<file path="src/rtl/load_ctrl_if.sv">
// Command, AXI read and SRAM write signals of the load controller.
// master is the controller side, slave is the requester/AXI/SRAM environment.
interface load_ctrl_if;
    logic [1:0]  req_vld;
    logic [1:0]  req_rdy;
    logic [15:0] req_id;
    logic [23:0] req_dram_addr;
    logic [15:0] req_len;
    logic [5:0]  req_size;
    logic [15:0] req_sram_addr;

    logic [7:0]  axi_arid;
    logic [11:0] axi_araddr;
    logic [7:0]  axi_arlen;
    logic [2:0]  axi_arsize;
    logic [1:0]  axi_arburst;
    logic        axi_arvld;
    logic        axi_arrdy;

    logic [7:0]  axi_rid;
    logic [31:0] axi_rdata;
    logic [1:0]  axi_rresp;
    logic        axi_rlast;
    logic        axi_rvld;
    logic        axi_rrdy;

    logic        sram_vld;
    logic        sram_wen;
    logic [7:0]  sram_addr;
    logic [31:0] sram_din;

    logic        done_vld;
    logic        done_req;
    logic        done_err;
    logic        busy;

    modport master (
        input  req_vld, req_id, req_dram_addr, req_len, req_size, req_sram_addr,
        output req_rdy,
        output axi_arid, axi_araddr, axi_arlen, axi_arsize, axi_arburst, axi_arvld,
        input  axi_arrdy,
        input  axi_rid, axi_rdata, axi_rresp, axi_rlast, axi_rvld,
        output axi_rrdy,
        output sram_vld, sram_wen, sram_addr, sram_din,
        output done_vld, done_req, done_err, busy
    );

    modport slave (
        output req_vld, req_id, req_dram_addr, req_len, req_size, req_sram_addr,
        input  req_rdy,
        input  axi_arid, axi_araddr, axi_arlen, axi_arsize, axi_arburst, axi_arvld,
        output axi_arrdy,
        output axi_rid, axi_rdata, axi_rresp, axi_rlast, axi_rvld,
        input  axi_rrdy,
        input  sram_vld, sram_wen, sram_addr, sram_din,
        input  done_vld, done_req, done_err, busy
    );
endinterface

</file>
<file path="src/rtl/load_ctrl.sv">
// Load controller: round-robin grant of two loaders, one AXI read burst per command, beats to SRAM.
// Define LOAD_CTRL_RETRY_EN to re-issue errored bursts up to MAX_RETRY times.
module load_ctrl #(
    parameter int unsigned MAX_RETRY = 2
) (
    input logic         clk,
    input logic         rst,
    load_ctrl_if.master bus
);

    typedef enum logic [2:0] {StIdle, StAr, StData, StResp, StDone} state_e;

    state_e      state_q, state_d;
    logic        ptr_q, ptr_d;
    logic        gnt_q, gnt_d;
    logic        pick;
    logic [7:0]  id_q, id_d;
    logic [11:0] addr_q, addr_d;
    logic [7:0]  len_q, len_d;
    logic [2:0]  size_q, size_d;
    logic [7:0]  base_q, base_d;
    logic [7:0]  beat_cnt_q, beat_cnt_d;
    logic        err_q, err_d;
    logic        wr_en;
    logic        at_len;
    logic [1:0]  req_rdy;
    logic        arvld;
    logic        rrdy;
    logic        sram_vld_q;
    logic [7:0]  sram_addr_q;
    logic [31:0] sram_din_q;

    if (MAX_RETRY > 7) begin : gen_max_retry_range
        $error("MAX_RETRY must be in 0..7");
    end

`ifdef LOAD_CTRL_RETRY_EN
    localparam logic [2:0] MaxRetry = 3'(MAX_RETRY);
    logic [2:0] retry_cnt_q, retry_cnt_d;
`endif

    always_comb begin
        state_d    = state_q;
        ptr_d      = ptr_q;
        gnt_d      = gnt_q;
        id_d       = id_q;
        addr_d     = addr_q;
        len_d      = len_q;
        size_d     = size_q;
        base_d     = base_q;
        beat_cnt_d = beat_cnt_q;
        err_d      = err_q;
        req_rdy    = 2'b00;
        arvld      = 1'b0;
        rrdy       = 1'b0;
        wr_en      = 1'b0;
        pick       = bus.req_vld[ptr_q] ? ptr_q : ~ptr_q;
        at_len     = (beat_cnt_q == len_q);
`ifdef LOAD_CTRL_RETRY_EN
        retry_cnt_d = retry_cnt_q;
`endif
        unique case (state_q)
            StIdle: begin
                if (|bus.req_vld) begin
                    req_rdy = pick ? 2'b10 : 2'b01;
                    gnt_d   = pick;
                    id_d    = pick ? bus.req_id[15:8]         : bus.req_id[7:0];
                    addr_d  = pick ? bus.req_dram_addr[23:12] : bus.req_dram_addr[11:0];
                    len_d   = pick ? bus.req_len[15:8]        : bus.req_len[7:0];
                    size_d  = pick ? bus.req_size[5:3]        : bus.req_size[2:0];
                    base_d  = pick ? bus.req_sram_addr[15:8]  : bus.req_sram_addr[7:0];
`ifdef LOAD_CTRL_RETRY_EN
                    retry_cnt_d = 3'd0;
`endif
                    state_d = StAr;
                end
            end
            StAr: begin
                arvld = 1'b1;
                if (bus.axi_arrdy) begin
                    beat_cnt_d = 8'd0;
                    err_d      = 1'b0;
                    state_d    = StData;
                end
            end
            StData: begin
                rrdy = 1'b1;
                if (bus.axi_rvld) begin
                    if (bus.axi_rid == id_q) begin
                        wr_en      = 1'b1;
                        beat_cnt_d = beat_cnt_q + 8'd1;
                        // A length/rlast disagreement still ends the burst, but flags it.
                        if ((bus.axi_rresp != 2'b00) || (bus.axi_rlast != at_len)) begin
                            err_d = 1'b1;
                        end
                        if (bus.axi_rlast || at_len) begin
                            state_d = StResp;
                        end
                    end else begin
                        err_d = 1'b1;
                    end
                end
            end
            StResp: begin
`ifdef LOAD_CTRL_RETRY_EN
                if (err_q && (retry_cnt_q < MaxRetry)) begin
                    retry_cnt_d = retry_cnt_q + 3'd1;
                    state_d     = StAr;
                end else begin
                    state_d = StDone;
                end
`else
                state_d = StDone;
`endif
            end
            StDone: begin
                ptr_d   = ~gnt_q;
                state_d = StIdle;
            end
            default: state_d = StIdle;
        endcase
    end

    always_ff @(posedge clk) begin
        if (rst) begin
            state_q     <= StIdle;
            ptr_q       <= 1'b0;
            gnt_q       <= 1'b0;
            id_q        <= '0;
            addr_q      <= '0;
            len_q       <= '0;
            size_q      <= '0;
            base_q      <= '0;
            beat_cnt_q  <= '0;
            err_q       <= 1'b0;
            sram_vld_q  <= 1'b0;
            sram_addr_q <= '0;
            sram_din_q  <= '0;
`ifdef LOAD_CTRL_RETRY_EN
            retry_cnt_q <= '0;
`endif
        end else begin
            state_q     <= state_d;
            ptr_q       <= ptr_d;
            gnt_q       <= gnt_d;
            id_q        <= id_d;
            addr_q      <= addr_d;
            len_q       <= len_d;
            size_q      <= size_d;
            base_q      <= base_d;
            beat_cnt_q  <= beat_cnt_d;
            err_q       <= err_d;
            sram_vld_q  <= wr_en;
            if (wr_en) begin
                sram_addr_q <= base_q + beat_cnt_q;
                sram_din_q  <= bus.axi_rdata;
            end
`ifdef LOAD_CTRL_RETRY_EN
            retry_cnt_q <= retry_cnt_d;
`endif
        end
    end

    assign bus.req_rdy     = req_rdy;
    assign bus.axi_arid    = id_q;
    assign bus.axi_araddr  = addr_q;
    assign bus.axi_arlen   = len_q;
    assign bus.axi_arsize  = size_q;
    assign bus.axi_arburst = 2'b01;
    assign bus.axi_arvld   = arvld;
    assign bus.axi_rrdy    = rrdy;
    assign bus.sram_vld    = sram_vld_q;
    assign bus.sram_wen    = sram_vld_q;
    assign bus.sram_addr   = sram_addr_q;
    assign bus.sram_din    = sram_din_q;
    assign bus.done_vld    = (state_q == StDone);
    assign bus.done_req    = (state_q == StDone) & gnt_q;
    assign bus.done_err    = (state_q == StDone) & err_q;
    assign bus.busy        = (state_q != StIdle);

endmodule

</file>
<file path="src/flat_wrapper.sv">
// flat-port wrapper written by rule: the top's interface ports become plain ports
module load_ctrl_flat 
#(
    parameter int unsigned MAX_RETRY = 2
)
  (clk, rst, bus_req_vld, bus_req_id, bus_req_dram_addr, bus_req_len, bus_req_size, bus_req_sram_addr, bus_req_rdy, bus_axi_arid, bus_axi_araddr, bus_axi_arlen, bus_axi_arsize, bus_axi_arburst, bus_axi_arvld, bus_axi_arrdy, bus_axi_rid, bus_axi_rdata, bus_axi_rresp, bus_axi_rlast, bus_axi_rvld, bus_axi_rrdy, bus_sram_vld, bus_sram_wen, bus_sram_addr, bus_sram_din, bus_done_vld, bus_done_req, bus_done_err, bus_busy);
  load_ctrl_if bus_i ();
  input logic clk;
  input logic rst;
  input wire logic [$bits(bus_i.req_vld)-1:0] bus_req_vld;
  input wire logic [$bits(bus_i.req_id)-1:0] bus_req_id;
  input wire logic [$bits(bus_i.req_dram_addr)-1:0] bus_req_dram_addr;
  input wire logic [$bits(bus_i.req_len)-1:0] bus_req_len;
  input wire logic [$bits(bus_i.req_size)-1:0] bus_req_size;
  input wire logic [$bits(bus_i.req_sram_addr)-1:0] bus_req_sram_addr;
  output wire logic [$bits(bus_i.req_rdy)-1:0] bus_req_rdy;
  output wire logic [$bits(bus_i.axi_arid)-1:0] bus_axi_arid;
  output wire logic [$bits(bus_i.axi_araddr)-1:0] bus_axi_araddr;
  output wire logic [$bits(bus_i.axi_arlen)-1:0] bus_axi_arlen;
  output wire logic [$bits(bus_i.axi_arsize)-1:0] bus_axi_arsize;
  output wire logic [$bits(bus_i.axi_arburst)-1:0] bus_axi_arburst;
  output wire logic [$bits(bus_i.axi_arvld)-1:0] bus_axi_arvld;
  input wire logic [$bits(bus_i.axi_arrdy)-1:0] bus_axi_arrdy;
  input wire logic [$bits(bus_i.axi_rid)-1:0] bus_axi_rid;
  input wire logic [$bits(bus_i.axi_rdata)-1:0] bus_axi_rdata;
  input wire logic [$bits(bus_i.axi_rresp)-1:0] bus_axi_rresp;
  input wire logic [$bits(bus_i.axi_rlast)-1:0] bus_axi_rlast;
  input wire logic [$bits(bus_i.axi_rvld)-1:0] bus_axi_rvld;
  output wire logic [$bits(bus_i.axi_rrdy)-1:0] bus_axi_rrdy;
  output wire logic [$bits(bus_i.sram_vld)-1:0] bus_sram_vld;
  output wire logic [$bits(bus_i.sram_wen)-1:0] bus_sram_wen;
  output wire logic [$bits(bus_i.sram_addr)-1:0] bus_sram_addr;
  output wire logic [$bits(bus_i.sram_din)-1:0] bus_sram_din;
  output wire logic [$bits(bus_i.done_vld)-1:0] bus_done_vld;
  output wire logic [$bits(bus_i.done_req)-1:0] bus_done_req;
  output wire logic [$bits(bus_i.done_err)-1:0] bus_done_err;
  output wire logic [$bits(bus_i.busy)-1:0] bus_busy;
  assign bus_i.req_vld = bus_req_vld;
  assign bus_i.req_id = bus_req_id;
  assign bus_i.req_dram_addr = bus_req_dram_addr;
  assign bus_i.req_len = bus_req_len;
  assign bus_i.req_size = bus_req_size;
  assign bus_i.req_sram_addr = bus_req_sram_addr;
  assign bus_req_rdy = bus_i.req_rdy;
  assign bus_axi_arid = bus_i.axi_arid;
  assign bus_axi_araddr = bus_i.axi_araddr;
  assign bus_axi_arlen = bus_i.axi_arlen;
  assign bus_axi_arsize = bus_i.axi_arsize;
  assign bus_axi_arburst = bus_i.axi_arburst;
  assign bus_axi_arvld = bus_i.axi_arvld;
  assign bus_i.axi_arrdy = bus_axi_arrdy;
  assign bus_i.axi_rid = bus_axi_rid;
  assign bus_i.axi_rdata = bus_axi_rdata;
  assign bus_i.axi_rresp = bus_axi_rresp;
  assign bus_i.axi_rlast = bus_axi_rlast;
  assign bus_i.axi_rvld = bus_axi_rvld;
  assign bus_axi_rrdy = bus_i.axi_rrdy;
  assign bus_sram_vld = bus_i.sram_vld;
  assign bus_sram_wen = bus_i.sram_wen;
  assign bus_sram_addr = bus_i.sram_addr;
  assign bus_sram_din = bus_i.sram_din;
  assign bus_done_vld = bus_i.done_vld;
  assign bus_done_req = bus_i.done_req;
  assign bus_done_err = bus_i.done_err;
  assign bus_busy = bus_i.busy;
  load_ctrl #(.MAX_RETRY(MAX_RETRY)) u_core (.clk(clk), .rst(rst), .bus(bus_i));
endmodule
</file>
<file path="config.mk">
export PLATFORM = sky130hd
export DESIGN_NAME = load_ctrl_flat
export DESIGN_NICKNAME = d
export VERILOG_FILES = /design/src/rtl/load_ctrl_if.sv /design/src/rtl/load_ctrl.sv /design/src/flat_wrapper.sv
export SDC_FILE = /design/constraint.sdc
export NUM_CORES = 1
export LEC_CHECK = 0
export CAP_MARGIN = 20
export CORE_ASPECT_RATIO = 1.25
export CORE_MARGIN = 2
export CORE_UTILIZATION = 41
export DETAILED_ROUTE_END_ITERATION = 16
export PLACE_DENSITY = 0.83
export RECOVER_POWER = 100
export SYNTH_ARGS = -nofsm -noshare
export SYNTH_HDL_FRONTEND = slang
export SYNTH_SLANG_ARGS = --single-unit
</file>
<file path="constraint.sdc">
create_clock -name clk -period 2.3 [get_ports clk]
set_input_delay 0.69 -clock clk [delete_from_list [all_inputs] [get_ports clk]]
set_output_delay 0.69 -clock clk [all_outputs]
set_load 0.05 [all_outputs]
</file>
# Yosys cells after proc, flatten, opt, wreduce, memory -nomap -nowiden
# Index checks and enable logic that the tools add are counted.
# word_totals
reg_bits,94
latch_bits,0
in_bits,127
ramBits,0
word_cells,75
output_inout_bits,83
rom_bits,0
mem_count,0
# classes
mul,0
bitwise_logic,4
shift,0
n_lt_le_gt_ge,1
eq_ne,13
addsub,2
mux,31
n_reduce_logical,11
div_mod_pow,0
# op_table
cell,n
two-way mux 8 bit,6
two-way mux 3 bit,6
equality test 8 bit,2
one-hot mux 8 bit (2 select lines),1
two-way mux 1 bit,12
two-way mux 12 bit,1
one-hot mux 3 bit (4 select lines),1
adder 8 x 1 -> 8 bit (second input constant),1
adder 8 bit,1
AND reduction 4 bit,2
equality test 3 x 2 -> 1 bit (second input constant),2
two-way mux 2 bit,3
!= test 2 x 1 -> 1 bit (second input constant),3
AND reduction 5 bit,1
!= test 2 bit (second input constant),2
nonzero test 2 bit,2
equality test 3 x 1 -> 1 bit (second input constant),1
equality test 3 bit (second input constant),1
logical NOT 3 bit,1
!= test 3 bit (second input constant),1
nonzero test 3 bit,1
AND 1 bit,2
logical OR 1 bit,2
< comparator 1 x 2 -> 1 bit (second input constant),1
other kinds (5),6

# Depth between registers and ports, before layout
# Gate-level depths: netlist (run 1).
# depth
word_depth,7
mapped_depth,8
ltp_nobuf,7

# Worst setup path after synthesis (run 1)
# Ideal clock, no wire load.
# synth_path
path_type,reg-to-output
from,register u_core.state_q[2]
to,output bus_done_req
path_stages_with_launch,4
path_buffers,1
path_slack_ns,-0.754
arrival_time_ns,2.364
required_time_ns,1.610
cell_sequence,dfxtp_1 buf_2 nor3b_1 and2_1
# synth_via
elab_chain_cells,2
# synth_rtl
item,line_no,rtl
start: declaration,load_ctrl.sv:13,"state_e state_q, state_d;"
start signal: assignment,load_ctrl.sv:126,state_q <= StIdle;
start signal: assignment,load_ctrl.sv:143,state_q <= state_d;
equality test 3 bit,-,
via bus_done_vld,flat_wrapper.sv:34,output wire logic [$bits(bus_i.done_vld)-1:0] bus_done_vld;
AND 1 bit,load_ctrl.sv:177,assign bus.done_req = (state_q == StDone) & gnt_q;
end: declaration,flat_wrapper.sv:35,output wire logic [$bits(bus_i.done_req)-1:0] bus_done_req;
# The timed path passes the listed nets, and every way through them passes these cells.

# Worst setup path after layout (run 1)
# layout_path
from,input bus_axi_rid[6]
to,register u_core.beat_cnt_q[3]
# layout_via
elab_chain_cells,3
# layout_rtl
item,line_no,rtl
start: declaration,flat_wrapper.sv:24,input wire logic [$bits(bus_i.axi_rid)-1:0] bus_axi_rid;
equality test 8 bit,load_ctrl.sv:89,if (bus.axi_rid == id_q) begin
!= test 2 x 1 -> 1 bit (no source line),-,
AND reduction 4 bit (no source line),-,
end signal: assignment,load_ctrl.sv:151,beat_cnt_q <= beat_cnt_d;
end: declaration,load_ctrl.sv:22,"logic [7:0] beat_cnt_q, beat_cnt_d;"
# Every way passes these cells.
# A chain may end at the register's enable or synchronous reset.

==> impl_metrics.tcl, run 1 <==
set metrics [dict create \
    p_int_mw 3.20 \
    chipHeight_um 121 \
    dieArea_um2 11800 \
    nets 816 \
    ys_ff_latch 94 \
    cp_max_fo 8 \
    layout_commonest_cell "clkdlybuf4s50_1" \
    fin_area_um2 7110 \
    slew_violations 0 \
    synth_top_flop_cell "dfxtp_1" \
    switching_share 0.314 \
    rr_worst_depth 7 \
    fin_skew_ps 7.58 \
    hold_buffers 0 \
    firstDrtPassIters 4 \
    critPathArrivalTime_ps 2530 \
    worstHoldPathCells 2 \
    crit_chain "clkdlybuf4s50_1, xor2_1, nor4_4, buf_4, a21boi_4, or3_2, a21oi_2" \
    hold_end "u_core.err_q" \
    grt_usage 0.205 \
    via_per_inst 5.16 \
    wl_met3_um 1030 \
    area_growth_pct 58.7 \
    rrSetupSlack_ps 200 \
    n_antenna_cell 0 \
    switching_power_mw 1.47 \
    power_frac_seq 0.393 \
    cts-root-buf "clkbuf_16" \
    power.leakage_nw 3.14 \
    clockBufferDepth 2 \
    cts_num_sinks 94 \
    dpl-instance-area_um2 6710 \
    slowest_stage "or3_2" \
    routed_wl_um 12300 \
    grt_pass1_vias 4217 \
    period_needed_ps 2260 \
    num_rows 42 \
    tightest_slew_ps 728 \
    drive_gt1_frac 0.120 \
    met1_length_um 4820 \
    async_reset_ff_frac 0 \
    power_density_nw_per_um2 657 \
    final-hold-violation-count 0 \
    pre_cts_ws_ps -336 \
    path_clk_slew_ps 70 \
    tns_ps 0 \
    core_area_um2 10600 \
    synth_area_leaders "dfxtp_1 (42%), mux2i_1 (17%), nor2_1 (7.6%), a211oi_1 (7.4%), xor2_1 (3.5%)" \
    register_area_um2 1880 \
    hp-class "reg2reg" \
    netlist_instances 474 \
    post-dp-hpwl_um 9310 \
    r2r_end "u_core.bus.sram_addr[6]" \
    fin_crit_sh 0.981 \
    power_frac_comb 0.290 \
    ys_warn_count 0 \
    antenna_found_initial 0 \
    path_class "in2reg" \
    ant_nets 0 \
    syn_area_per_cell_um2 9.44 \
    slew_headroom 0.515 \
    setup_viol 0 \
    via_count 4210 \
    syn_nets 611 \
    tritoncts "built" \
    nFillCells 807 \
    drt_iter0_drc 121 \
    vdd_drop_max_mv 0.605 \
    p_total_mw 4.67 \
    end_kind "flop" \
    synth_top_area_frac 0.420 \
    mostFrequentLayoutCells "clkdlybuf4s50_1 (186), dfxtp_1 (93), nor2_1 (89)" \
    synth_cell_type_count 46 \
    required_ps 2570 \
    htreeDepth 3 \
    synth_top_area_cell "dfxtp_1" \
    grt_max_degree 87 \
    cap_violations 0 \
    final.setup.worst_slack_ps 43.1 \
    drc_errors 0 \
    multiInputGateArea_um2 2450 \
    grt_first_pass_wirelength_um 19800 \
    startpoint_type "primary input" \
    dr_wl_met2_um 6120 \
    clk_latency_ps 340 \
    seq_area_frac_synth 0.420 \
    synth_edf_count 0 \
    slowest_delay_ps 470 \
    regToRegStartpoint "u_core.beat_cnt_q[0]" \
    wl_per_cell_um 15.0 \
    top_layer "met4" \
    die_w_um 97.5 \
    rsz0062_at_grt "yes" \
    hp-start "u_core.err_q" \
    max_freq_mhz 443 \
    port_buffers 207 \
    ios 210 \
    syn_area_um2 4480 \
    place.gp.congestion 0.762 \
    grt_remaining_overflow 0 \
    cts_made_buffers 9 \
    initial_core_util 0.422 \
    p_clk_frac 0.317 \
    status "completed" \
]
-- metal layers --
metal | vias up | GRT usage
met4 | 0 | 0.0833
met3 | 24 | 0.0561
met1 | 1913 | 0.236
met5 | - | 0
li1 | 2081 | -
met2 | 192 | 0.360
-- per-stage QoR --
| step | hold slack [ps] | util | instances |
|---|---|---|---|
| 6_report | 449 | 0.669 | 816 |
| 5_1_grt | 488 | 0.669 | 816 |
| 4_1_cts | 449 | 0.663 | 811 |
| 3_5_place_dp | 438 | 0.632 | 794 |
| 3_3_place_gp | 433 | 0.632 | 794 |
| 2_1_floorplan | 421 | - | 474 |
-- power by group through the flow --
stage	Sequential [mW]	Combinational, mW	Clock (mW)
after global routing	1.85	1.44	1.59
final	1.84	1.35	1.48
after detailed placement	1.87	1.33	0
after CTS	1.83	1.34	1.52
after floorplan	2.14	0.528	0
after global placement	1.86	1.31	0
-- area by class of cell --
cell class,count,share of cell area
Sequential cell,94,0.265
Clock buffer,11,0.0342
Tap cell,132,0.0232
Clock inverter,5,0.00810
Inverter,7,0.00370
Timing Repair Buffer,229,0.322
Multi-Input combinational cell,338,0.344
-- flip-flops by register name, summed over array words and instances, names as in the netlist --
signal	flops
u_core.bus.sram_addr	8
u_core.base_q	8
u_core.bus.axi_araddr	12
u_core.bus.axi_arlen	8
u_core.err_q	1
u_core.bus.sram_vld	1
u_core.gnt_q	1
u_core.beat_cnt_q	8
u_core.bus.axi_arid	8
u_core.bus.axi_arsize	3
u_core.bus.sram_din	32
u_core.state_q	3
u_core.ptr_q	1
-- synthesized netlist by cell type (2+ instances only) --
master / number
dfxtp_1: 94
nor2_1: 91
mux2i_1: 77
a211oi_1: 44
xor2_1: 18
a21oi_1: 14
buf_2: 12
clkbuf_1: 12
o21ai_0: 12
ha_1: 9
nand2_1: 9
inv_1: 7
and2_1: 6
buf_4: 6
nor3_1: 6
or3_2: 5
buf_6: 4
nand3_1: 4
a21o_1: 3
nand3b_1: 3
nand4_1: 3
or4_1: 3
a41o_1: 2
and3_1: 2
buf_1: 2
conb_1: 2
nand2b_1: 2
nor2b_1: 2
nor4_1: 2
nor4_4: 2
-- timing repair --
item | CTS | global route
gates cloned | 0 | 1
setup buffers | 1 | 4
setup endpoints to repair | 3 | 40
gates resized for setup | 8 | 15
pin swaps | 1 | 5
-- how the worst max path moves through the flow --
| stage | from | endpoint |
|---|---|---|
| floorplan | bus_req_vld[0] | bus_req_rdy[1] |
| global placement | bus_req_vld[1] | bus_req_rdy[1] |
| detailed placement | bus_req_vld[1] | bus_req_rdy[1] |
| CTS | bus_req_vld[0] | bus_req_rdy[0] |
| global route | bus_axi_rid[6] | u_core.bus.sram_din[26] |
| finish | bus_axi_rid[6] | u_core.beat_cnt_q[3] |
-- cells by family after synthesis --
group	synth area share
other	0.00168
XOR/XNOR	0.0372
multiplexers	0.172
flip-flops	0.420
AND/OR/NAND/NOR	0.161
adder cells (fa/ha/maj)	0.0296
buffers and inverters	0.0511
AO/OA/AOI/OAI	0.127
-- critical path: cells and delay by family --
family | cells | cell delay (ps)
AOI/OAI and AO/OA | 2 | 220
xor gates and xnor gates | 1 | 180
buffers and inverters | 2 | 620
and+or+nand+nor | 2 | 830
(Power assumes the default switching activity.)
==> run 2: changes to the inputs <==
--- a/config.mk
+++ b/config.mk
@@ -7,8 +7,8 @@
 export LEC_CHECK = 0
 export CAP_MARGIN = 20
 export CORE_ASPECT_RATIO = 1.25
-export CORE_MARGIN = 2
 export CORE_UTILIZATION = 41
+export CTS_CLUSTER_SIZE = 25
 export DETAILED_ROUTE_END_ITERATION = 16
 export PLACE_DENSITY = 0.83
 export RECOVER_POWER = 100
==> run 2 against run 1 <==
  * Sequential cell count unchanged
  * Non-clock buffer count increased by 1
  * Via count increased by 0.19%
  * Critical endpoint is now u_core.beat_cnt_q[7]
  * Clock power increased by 6%
  * Combinational power about the same
  * Setup slack got worse by 17 ps
  * Highest routed layer unchanged
  * Fmax decreased by 0.76%
==> impl_metrics.tcl, run 2 (synthesized netlist as in run 1, its figures left out) <==
set metrics [dict create \
    tns_ps 0 \
    vdd_drop_max_mv 0.418 \
    power_density_nw_per_um2 673 \
    drive_gt1_frac 0.0936 \
    layout_commonest_cell "clkdlybuf4s50_1" \
    core_area_um2 10600 \
    drc_errors 0 \
    path_clk_slew_ps 60 \
    required_ps 2560 \
    startpoint_type "primary input" \
    fin_skew_ps 9.67 \
    ant_nets 0 \
    cap_violations 0 \
    fin_area_um2 7050 \
    cts_num_sinks 94 \
    crit_chain "clkdlybuf4s50_1, xor2_1, nor4_4, a21boi_2, or3_2, a21oi_1" \
    antenna_found_initial 0 \
    critPathArrivalTime_ps 2540 \
    cp_max_fo 16 \
    grt_remaining_overflow 0 \
    num_rows 42 \
    power.leakage_nw 3.14 \
    final.setup.worst_slack_ps 25.9 \
    area_growth_pct 57.5 \
    dr_wl_met2_um 6240 \
    fin_crit_sh 0.989 \
    p_total_mw 4.74 \
    wl_per_cell_um 15.2 \
    initial_core_util 0.422 \
    largest_reg_flops 32 \
    clk_latency_ps 340 \
    hold_buffers 0 \
    dpl-instance-area_um2 6770 \
    htreeDepth 3 \
    grt_first_pass_wirelength_um 19300 \
    hp-class "reg2reg" \
    die_w_um 95.5 \
    slowest_delay_ps 500 \
    mostFrequentLayoutCells "clkdlybuf4s50_1 (170), dfxtp_1 (94), nor2_1 (89)" \
    post-dp-hpwl_um 9260 \
    rsz0062_at_grt "yes" \
    tightest_slew_ps 790 \
    final-hold-violation-count 0 \
    max_freq_mhz 440 \
    routed_wl_um 12400 \
    chipHeight_um 119 \
    status "completed" \
    slew_headroom 0.473 \
    n_antenna_cell 0 \
    path_class "in2reg" \
    top_layer "met4" \
    grt_usage 0.219 \
    period_needed_ps 2270 \
    via_per_inst 5.17 \
    clockBufferDepth 2 \
    met1_length_um 4660 \
    setup_viol 0 \
    drt_iter0_drc 158 \
    pre_cts_ws_ps -304 \
    dp_cells 797 \
    dieArea_um2 11300 \
    wl_met3_um 1070 \
    cts_made_buffers 9 \
    fin_cells 816 \
    slew_violations 0 \
    grt_pass1_vias 4190 \
    cts-root-buf "clkbuf_16" \
    tritoncts "built" \
    firstDrtPassIters 4 \
    slowest_stage "or3_2" \
    nFillCells 841 \
    nets 816 \
    via_count 4218 \
    ios 210 \
    place.gp.congestion 0.827 \
    end_kind "flop" \
    grt_max_degree 87 \
    port_buffers 207 \
]
## run 2: cell count changes in the layout (fill, tap and decap cells not counted), sizes merged, moves of 2 or more
cell           delta
clkbuf           +14
dlymetal6s2s      -2
clkdlybuf4s50    -16
clkinv            -3
buf              -13
dlygate4sd3      +19
## run 2: worst paths after layout
check | startpoint | end | slack (ps) | cells past startpoint
worst max-delay path | bus_axi_rid[4] | u_core.beat_cnt_q[7] | 30 | 6
worst min-delay path | u_core.err_q | u_core.err_q | 450 | 2
worst max register to register | u_core.beat_cnt_q[0] | u_core.bus.sram_addr[6] | 150 | 7
worst min register to register | u_core.err_q | u_core.err_q | 450 | 2
## run 2: repair_timing
action / 4_1_cts / 5_1_grt
setup endpoints to repair: 2 / 16
buffers inserted: 1 / 2
gates resized for setup: 8 / 6
pin swaps: 1 / 1
## run 2: worst max-delay path: cells and delay by family
family,cells,cell delay (ps)
xor+xnor,1,170
compound gates,2,390
buf+inv,1,430
simple gates,2,840
## run 2: cell type report
cell class | instances | area [um^2] | area share
clock inverters | 3 | 67.6 | 0.00958
flip-flops and latches | 94 | 1880 | 0.267
multi-input cells | 337 | 2410 | 0.342
clock buffers | 13 | 250 | 0.0355
inverters | 7 | 26.3 | 0.00373
repair buffers | 230 | 2250 | 0.319
well taps | 132 | 165 | 0.0234
## run 2: stage by stage
stage	util	hold slack, ps
after floorplan	-	421
after global placement	0.637	434
after detailed placement	0.637	437
after CTS	0.669	448
after global routing	0.664	484
final	0.664	447
## run 2: per-layer routing
layer	vias to the layer above	global-route usage
met5	-	0
met4	0	0.101
met3	32	0.0664
met2	204	0.392
met1	1897	0.228
li1	2085	-
## run 2: where the power goes
group          switching, mW  internal [mW]  leakage, nW
combinational          0.770          0.563         2.22
sequential            0.0904           1.75        0.768
clock                  0.590          0.983        0.150
